$ cat src/rtl/control_sequencer.sv
// rtl/control_sequencer.sv - instruction fetch/decode/execute control sequencer
// Optional MOC watchdog: define CONTROL_SEQUENCER_MOC_TIMEOUT_EN.
module control_sequencer (
  input  logic        CLK,
  input  logic        RESET,
  input  logic [31:0] IR_OUT,
  input  logic        MOC,
  input  logic        CONDTESTER_OUT,
  input  logic        LSM_DETECT,
  input  logic        LSM_END,
  output logic [33:0] cu_datapath,
  output logic [4:0]  STATE,
  output logic        FAULT
);

  localparam logic [4:0] S_RST      = 5'd0;
  localparam logic [4:0] S_F1       = 5'd1;
  localparam logic [4:0] S_F2       = 5'd2;
  localparam logic [4:0] S_F3       = 5'd3;
  localparam logic [4:0] S_DEC      = 5'd4;
  localparam logic [4:0] S_DP       = 5'd5;
  localparam logic [4:0] S_LS_ADDR  = 5'd6;
  localparam logic [4:0] S_LD_WAIT  = 5'd7;
  localparam logic [4:0] S_LD_WB    = 5'd8;
  localparam logic [4:0] S_ST_MDR   = 5'd9;
  localparam logic [4:0] S_ST_WAIT  = 5'd10;
  localparam logic [4:0] S_LSM_INIT = 5'd11;
  localparam logic [4:0] S_LSM_STEP = 5'd12;
  localparam logic [4:0] S_LSM_WAIT = 5'd13;
  localparam logic [4:0] S_BR       = 5'd14;

  localparam logic [4:0] ALU_PASS_A = 5'b10000;
  localparam logic [4:0] ALU_INC4   = 5'b10010;
  localparam logic [2:0] SIZE_WORD  = 3'b010;

  logic [4:0] state;
  logic [4:0] next_state;
  logic       link_flag;
  logic       timeout;

  logic       flag_sel, rf_ld, ir_ld, mar_ld, mdr_ld, rw, mfa, me_sel, sls_en, lsm_ld, mf_sel;
  logic [1:0] ma_sel, md_sel, mh_sel;
  logic [2:0] mc_sel, dsize;
  logic [4:0] alu_op;

  logic unused_ir_bits;
  assign unused_ir_bits = &{1'b0, IR_OUT[31:28], IR_OUT[23:21], IR_OUT[19:0]};

`ifdef CONTROL_SEQUENCER_MOC_TIMEOUT_EN
  logic [3:0] wait_cnt;
  logic       in_wait;

  assign in_wait = (state == S_F3) || (state == S_LD_WAIT) ||
                   (state == S_ST_WAIT) || (state == S_LSM_WAIT);
  assign timeout = in_wait && (wait_cnt == 4'hF) && !MOC;

  // Counter restarts whenever the state changes, so it only runs while a wait state self-loops.
  always_ff @(posedge CLK) begin
    if (!RESET) begin
      wait_cnt <= 4'd0;
    end else if (next_state != state) begin
      wait_cnt <= 4'd0;
    end else if (wait_cnt != 4'hF) begin
      wait_cnt <= wait_cnt + 4'd1;
    end
  end
`else
  assign timeout = 1'b0;
`endif

  assign FAULT = timeout;
  assign STATE = state;

  always_comb begin
    next_state = S_RST;
    case (state)
      S_RST:      next_state = S_F1;
      S_F1:       next_state = S_F2;
      S_F2:       next_state = S_F3;
      S_F3:       next_state = MOC ? S_DEC : S_F3;
      S_DEC: begin
        if (!CONDTESTER_OUT)            next_state = S_F1;
        else if (IR_OUT[27:26] == 2'b00) next_state = S_DP;
        else if (IR_OUT[27:26] == 2'b01) next_state = S_LS_ADDR;
        else if (IR_OUT[27:25] == 3'b100) next_state = S_LSM_INIT;
        else if (IR_OUT[27:25] == 3'b101) next_state = S_BR;
        else                             next_state = S_F1;
      end
      S_DP:       next_state = S_F1;
      S_LS_ADDR:  next_state = IR_OUT[20] ? S_LD_WAIT : S_ST_MDR;
      S_LD_WAIT:  next_state = MOC ? S_LD_WB : S_LD_WAIT;
      S_LD_WB:    next_state = S_F1;
      S_ST_MDR:   next_state = S_ST_WAIT;
      S_ST_WAIT:  next_state = MOC ? S_F1 : S_ST_WAIT;
      S_LSM_INIT: next_state = LSM_DETECT ? S_LSM_STEP : S_F1;
      S_LSM_STEP: next_state = S_LSM_WAIT;
      S_LSM_WAIT: next_state = MOC ? (LSM_END ? S_F1 : S_LSM_STEP) : S_LSM_WAIT;
      S_BR:       next_state = S_F1;
      default:    next_state = S_RST;
    endcase
    if (timeout) next_state = S_F1;
  end

  always_ff @(posedge CLK) begin
    if (!RESET) begin
      state     <= S_RST;
      link_flag <= 1'b0;
    end else begin
      state <= next_state;
      if (state == S_BR)      link_flag <= IR_OUT[24];
      else if (state == S_F1) link_flag <= 1'b0;
    end
  end

  // Fields come from the state register; only the MOC-qualified load strobes look at MOC.
  always_comb begin
    flag_sel = 1'b0; rf_ld = 1'b0; ir_ld = 1'b0; mar_ld = 1'b0; mdr_ld = 1'b0;
    rw = 1'b0; mfa = 1'b0; me_sel = 1'b0; sls_en = 1'b0; lsm_ld = 1'b0; mf_sel = 1'b0;
    ma_sel = 2'b00; md_sel = 2'b00; mh_sel = 2'b00;
    mc_sel = 3'b000; dsize = 3'b000; alu_op = 5'b00000;
    case (state)
      S_F1: begin
        ma_sel = 2'b01; alu_op = ALU_PASS_A; mar_ld = 1'b1;
        if (link_flag) begin
          mc_sel = 3'b010; rf_ld = 1'b1;
        end
      end
      S_F2: begin
        ma_sel = 2'b01; alu_op = ALU_INC4; mc_sel = 3'b001; rf_ld = 1'b1;
        mfa = 1'b1; rw = 1'b1; dsize = SIZE_WORD;
      end
      S_F3: begin
        mfa = 1'b1; rw = 1'b1; ir_ld = MOC;
      end
      S_DP: begin
        md_sel = 2'b01; mc_sel = 3'b011; rf_ld = 1'b1; flag_sel = 1'b1;
      end
      S_LS_ADDR: begin
        md_sel = 2'b10; mar_ld = 1'b1;
      end
      S_LD_WAIT: begin
        mfa = 1'b1; mh_sel = 2'b01; mf_sel = 1'b1; sls_en = 1'b1; me_sel = 1'b1; mdr_ld = MOC;
      end
      S_LD_WB: begin
        alu_op = ALU_PASS_A; mc_sel = 3'b011; rf_ld = 1'b1;
      end
      S_ST_MDR: begin
        ma_sel = 2'b11; alu_op = ALU_PASS_A; mdr_ld = 1'b1;
      end
      S_ST_WAIT: begin
        mfa = 1'b1; sls_en = 1'b1;
      end
      S_LSM_INIT: begin
        lsm_ld = 1'b1; mar_ld = 1'b1;
      end
      S_LSM_STEP: begin
        mfa = 1'b1; mh_sel = 2'b10;
      end
      S_LSM_WAIT: begin
        if (MOC && IR_OUT[20]) begin
          mc_sel = 3'b100; rf_ld = 1'b1;
        end
      end
      S_BR: begin
        mc_sel = 3'b001; rf_ld = 1'b1;
      end
      default: ;
    endcase
    cu_datapath = {flag_sel, rf_ld, ir_ld, mar_ld, mdr_ld, rw, mfa, ma_sel, 3'b000,
                   mc_sel, md_sel, me_sel, alu_op, sls_en, dsize, lsm_ld, 3'b000,
                   mh_sel, mf_sel};
  end

endmodule

$ cat config.mk
export PLATFORM = sky130hd
export DESIGN_NAME = control_sequencer
export DESIGN_NICKNAME = d
export VERILOG_FILES = /design/src/rtl/control_sequencer.sv
export SDC_FILE = /design/constraint.sdc
export NUM_CORES = 1
export LEC_CHECK = 0
export CORE_AREA = 5 5 60 62
export CTS_CLUSTER_DIAMETER = 80
export DETAILED_ROUTE_END_ITERATION = 16
export DIE_AREA = 0 0 65 67
export PLACE_DENSITY_LB_ADDON = 0.2
export SETUP_SLACK_MARGIN = 0.4
export SYNTH_ARGS = -nofsm -noshare
export SYNTH_HDL_FRONTEND = slang
export SYNTH_SLANG_ARGS = --single-unit
$ cat constraint.sdc
create_clock -name CLK -period 2.1 [get_ports CLK]
set_input_delay 0.525 -clock CLK [delete_from_list [all_inputs] [get_ports CLK]]
set_output_delay 0.525 -clock CLK [all_outputs]
set_load 0.01 [all_outputs]
==> results.json <==
{
  "status": "finished clean",
  "clkPwrFrac": 0.065,
  "p_int_w": 0.000971,
  "period_share": 0.954,
  "finalPower_w": 0.00170,
  "setup_viol": 0,
  "p_seq_frac": 0.114,
  "n_antenna_cell": 0,
  "timing.rr.start": "STATE[3]",
  "initialDrtViolationCount": 35,
  "clkTransAtPathRegs_ns": 0.04,
  "postSynthRegisterBits": 5,
  "fmax_mhz": 499,
  "die-area_um2": 4360,
  "arrival_ns": 1.48,
  "cts_hold_buf": 0,
  "root_buffer": "clkbuf_4",
  "rows": 20,
  "ios": 78,
  "critical_path_class": "register to output pin",
  "grt_use_total": 0.133,
  "numPortBuffers": 37,
  "avgSynthCellArea_um2": 6.90,
  "start_kind": "register",
  "synthesis.area_um2": 883,
  "design_area_um2": 1510,
  "ys_seq_area_frac": 0.113,
  "final_hold_viol_count": 0,
  "path_max_fanout": 7,
  "cts_tree": "built",
  "layout_setup_ws_ns": 0.0958,
  "critPathSlowestCell": "dfxtp_4",
  "routed-via-count": 1056,
  "initial_core_util": 0.297,
  "place_ws_ns": -0.411,
  "synth_edf_count": 0,
  "hpwl_um": 2180,
  "wl_per_cell_um": 13.7,
  "fin_nets": 226,
  "hold_path.class": "register to register",
  "ys_warn_count": 0,
  "total_leakage_power_nw": 0.702,
  "routed_wl_um": 3000,
  "cp.required_ns": 1.57,
  "synth_area_leaders": "buf_4 (24%), dfxtp_1 (11%), nor2_1 (5.5%), a21oi_1 (4.0%), nand2b_1 (3.5%)",
  "holdPathStages": 2,
  "routed_via_density": 4.80,
  "clock_sinks": 5,
  "grt_pass1_wl_um": 4570,
  "yosys.area.top_type": "buf_4",
  "coreArea_um2": 2980,
  "drv_slew": 0,
  "cts_buffer_depth": 2,
  "synth_cell_types": 42,
  "cp_num_buf_inv": 1,
  "rr_endpoint": "STATE[2]",
  "grt-ovfl-total": 0,
  "rsz0062_at_grt": "yes",
  "min_period_ns": 2.00,
  "crit_family": "compound AO/OA/AOI/OAI gates",
  "p_sw_frac": 0.429,
  "vdd_ir_drop_max_v": 0.000697,
  "htree_levels": 1,
  "powerDensity_nw_per_um2": 1120,
  "final_antenna_net_count": 0,
  "cap_violations": 0,
  "grt_max_degree": 9,
  "drc": 0,
  "comb_power_share": 0.821,
  "r2r_slack_ns": 0.48,
  "area.growth.synth_to_final_pct": 71.2,
  "synth_top_area_frac": 0.238,
  "drive_gt1_frac": 0.503,
  "ys.flop_type": "dfxtp_1",
  "numCtsBuffers": 3,
  "die_w_um": 65,
  "max_stage_delay_ns": 0.38,
  "cp-end-kind": "output pin",
  "gp_congestion": 0.833,
  "hp-start": "link_flag",
  "antenna_found_initial": 0,
  "insertion_delay_ns": 0.24,
  "min_to": "link_flag",
  "skew_ns": 0.00301,
  "dr.pass1.iters": 4,
  "crit_chain": "nand2b_4 -> nor2_2 -> o31a_1 -> a211o_1 -> buf_2",
  "fp.dieH_um": 67,
  "reg2regPathDepth": 8,
  "power_switching_w": 0.000728,
  "postPlaceCellArea_um2": 1280,
  "grt_pass1_vias": 956,
  "netlist_instances": 128,
  "synthArstFlopShare": 0
}
## routing by layer
metal,track usage,vias up,part of all wire
li1,-,524,-
met4,0.0290,0,0.0047
met5,0,-,0
met1,0.149,495,0.40
met2,0.243,35,0.51
met3,0.0438,2,0.081
## cell families after synthesis
kind of cell / Yosys count / synth area share
buffers and inverters: 40 / 0.313
XOR/XNOR: 3 / 0.0298
other: 1 / 0.00425
AO/OA/AOI/OAI: 32 / 0.254
multiplexers: 2 / 0.0227
flip-flops: 5 / 0.113
AND/OR/NAND/NOR: 45 / 0.263
## cells in the final DEF (no fill, tap or decap), types with 2 or more instances in the layout
| cell type | instances |
|---|---|
| a211o_1 | 2 |
| a21oi_1 | 6 |
| buf_2 | 12 |
| buf_4 | 30 |
| buf_6 | 15 |
| clkbuf_2 | 3 |
| clkbuf_4 | 3 |
| clkdlybuf4s15_1 | 2 |
| clkdlybuf4s15_2 | 2 |
| clkdlybuf4s50_1 | 8 |
| conb_1 | 13 |
| dfxtp_4 | 3 |
| dlygate4sd2_1 | 5 |
| inv_1 | 4 |
| mux2i_1 | 2 |
| nand2_1 | 4 |
| nand2_2 | 2 |
| nand2b_1 | 2 |
| nand2b_4 | 3 |
| nand3_1 | 4 |
| nor2_1 | 9 |
| nor2_2 | 3 |
| nor2_4 | 3 |
| nor2b_1 | 3 |
| nor3_4 | 2 |
| o21ai_0 | 4 |
| o21ai_1 | 3 |
| o31ai_1 | 2 |
| xor2_1 | 2 |
## tightest hold or removal path, cell delays in order (launching register included)
cell and delay [ns]:
dfxtp_1 0.34, o21ai_0 0.08, a21oi_1 0.07
## what timing repair did
action                                  CTS  global route
buffers inserted                         10             8
endpoints found under the setup margin   29            24
pin swaps                                10             8
gates resized for setup                 125            14
## power groups by stage
stage | clock network (W) | registers [W] | logic (W)
floorplan | 0 | 0.000167 | 0.000679
global placement | 0 | 0.000188 | 0.00108
detailed placement | 0 | 0.000188 | 0.00109
CTS | 0.000115 | 0.000194 | 0.00125
global route | 0.000124 | 0.000201 | 0.00149
finish | 0.000110 | 0.000194 | 0.00140
## cells in the mapped netlist (all sizes together) (2+ instances only)
cell type  count
a211o          2
a21oi          7
buf           35
dfxtp          5
inv            5
mux2i          2
nand2          7
nand2b         6
nand3          4
nor2          15
nor2b          4
nor3           4
nor4           2
o21ai          7
o31ai          2
xor2           2
## final cells by class
| type | instances | area, µm² |
|---|---|---|
| clock buffers | 4 | 26.3 |
| multi-input cells | 95 | 656 |
| inverters | 5 | 21.3 |
| flip-flops and latches | 5 | 113 |
| repair buffers | 78 | 656 |
| well taps | 33 | 41.3 |
| fillers | 302 | 1470 |
## state kept, by name (all words and copies together) (netlist names)
register / flops
STATE: 4
link_flag: 1
## worst max-delay path by stage
stage | startpoint | endpoint | slack [ns] | cells after the start
floorplan | STATE[0] | cu_datapath[32] | 0.24 | 6
global placement | MOC | cu_datapath[32] | -0.41 | 4
detailed placement | MOC | cu_datapath[32] | -0.41 | 4
CTS | STATE[1] | cu_datapath[32] | 0.10 | 5
global route | STATE[1] | cu_datapath[32] | 0.04 | 5
finish | STATE[1] | cu_datapath[32] | 0.1 | 5
## stage by stage
stage                     setup TNS (ns)  hold slack, ns  utilization  cells
after floorplan                        0           0.466            -    140
after global placement             -1.53           0.517        0.429    198
after detailed placement           -1.52           0.536        0.429    198
after CTS                              0           0.545        0.481    212
after global routing                   0           0.554        0.508    220
final                                  0           0.545        0.508    220
Power figures use the tool's default switching activity.
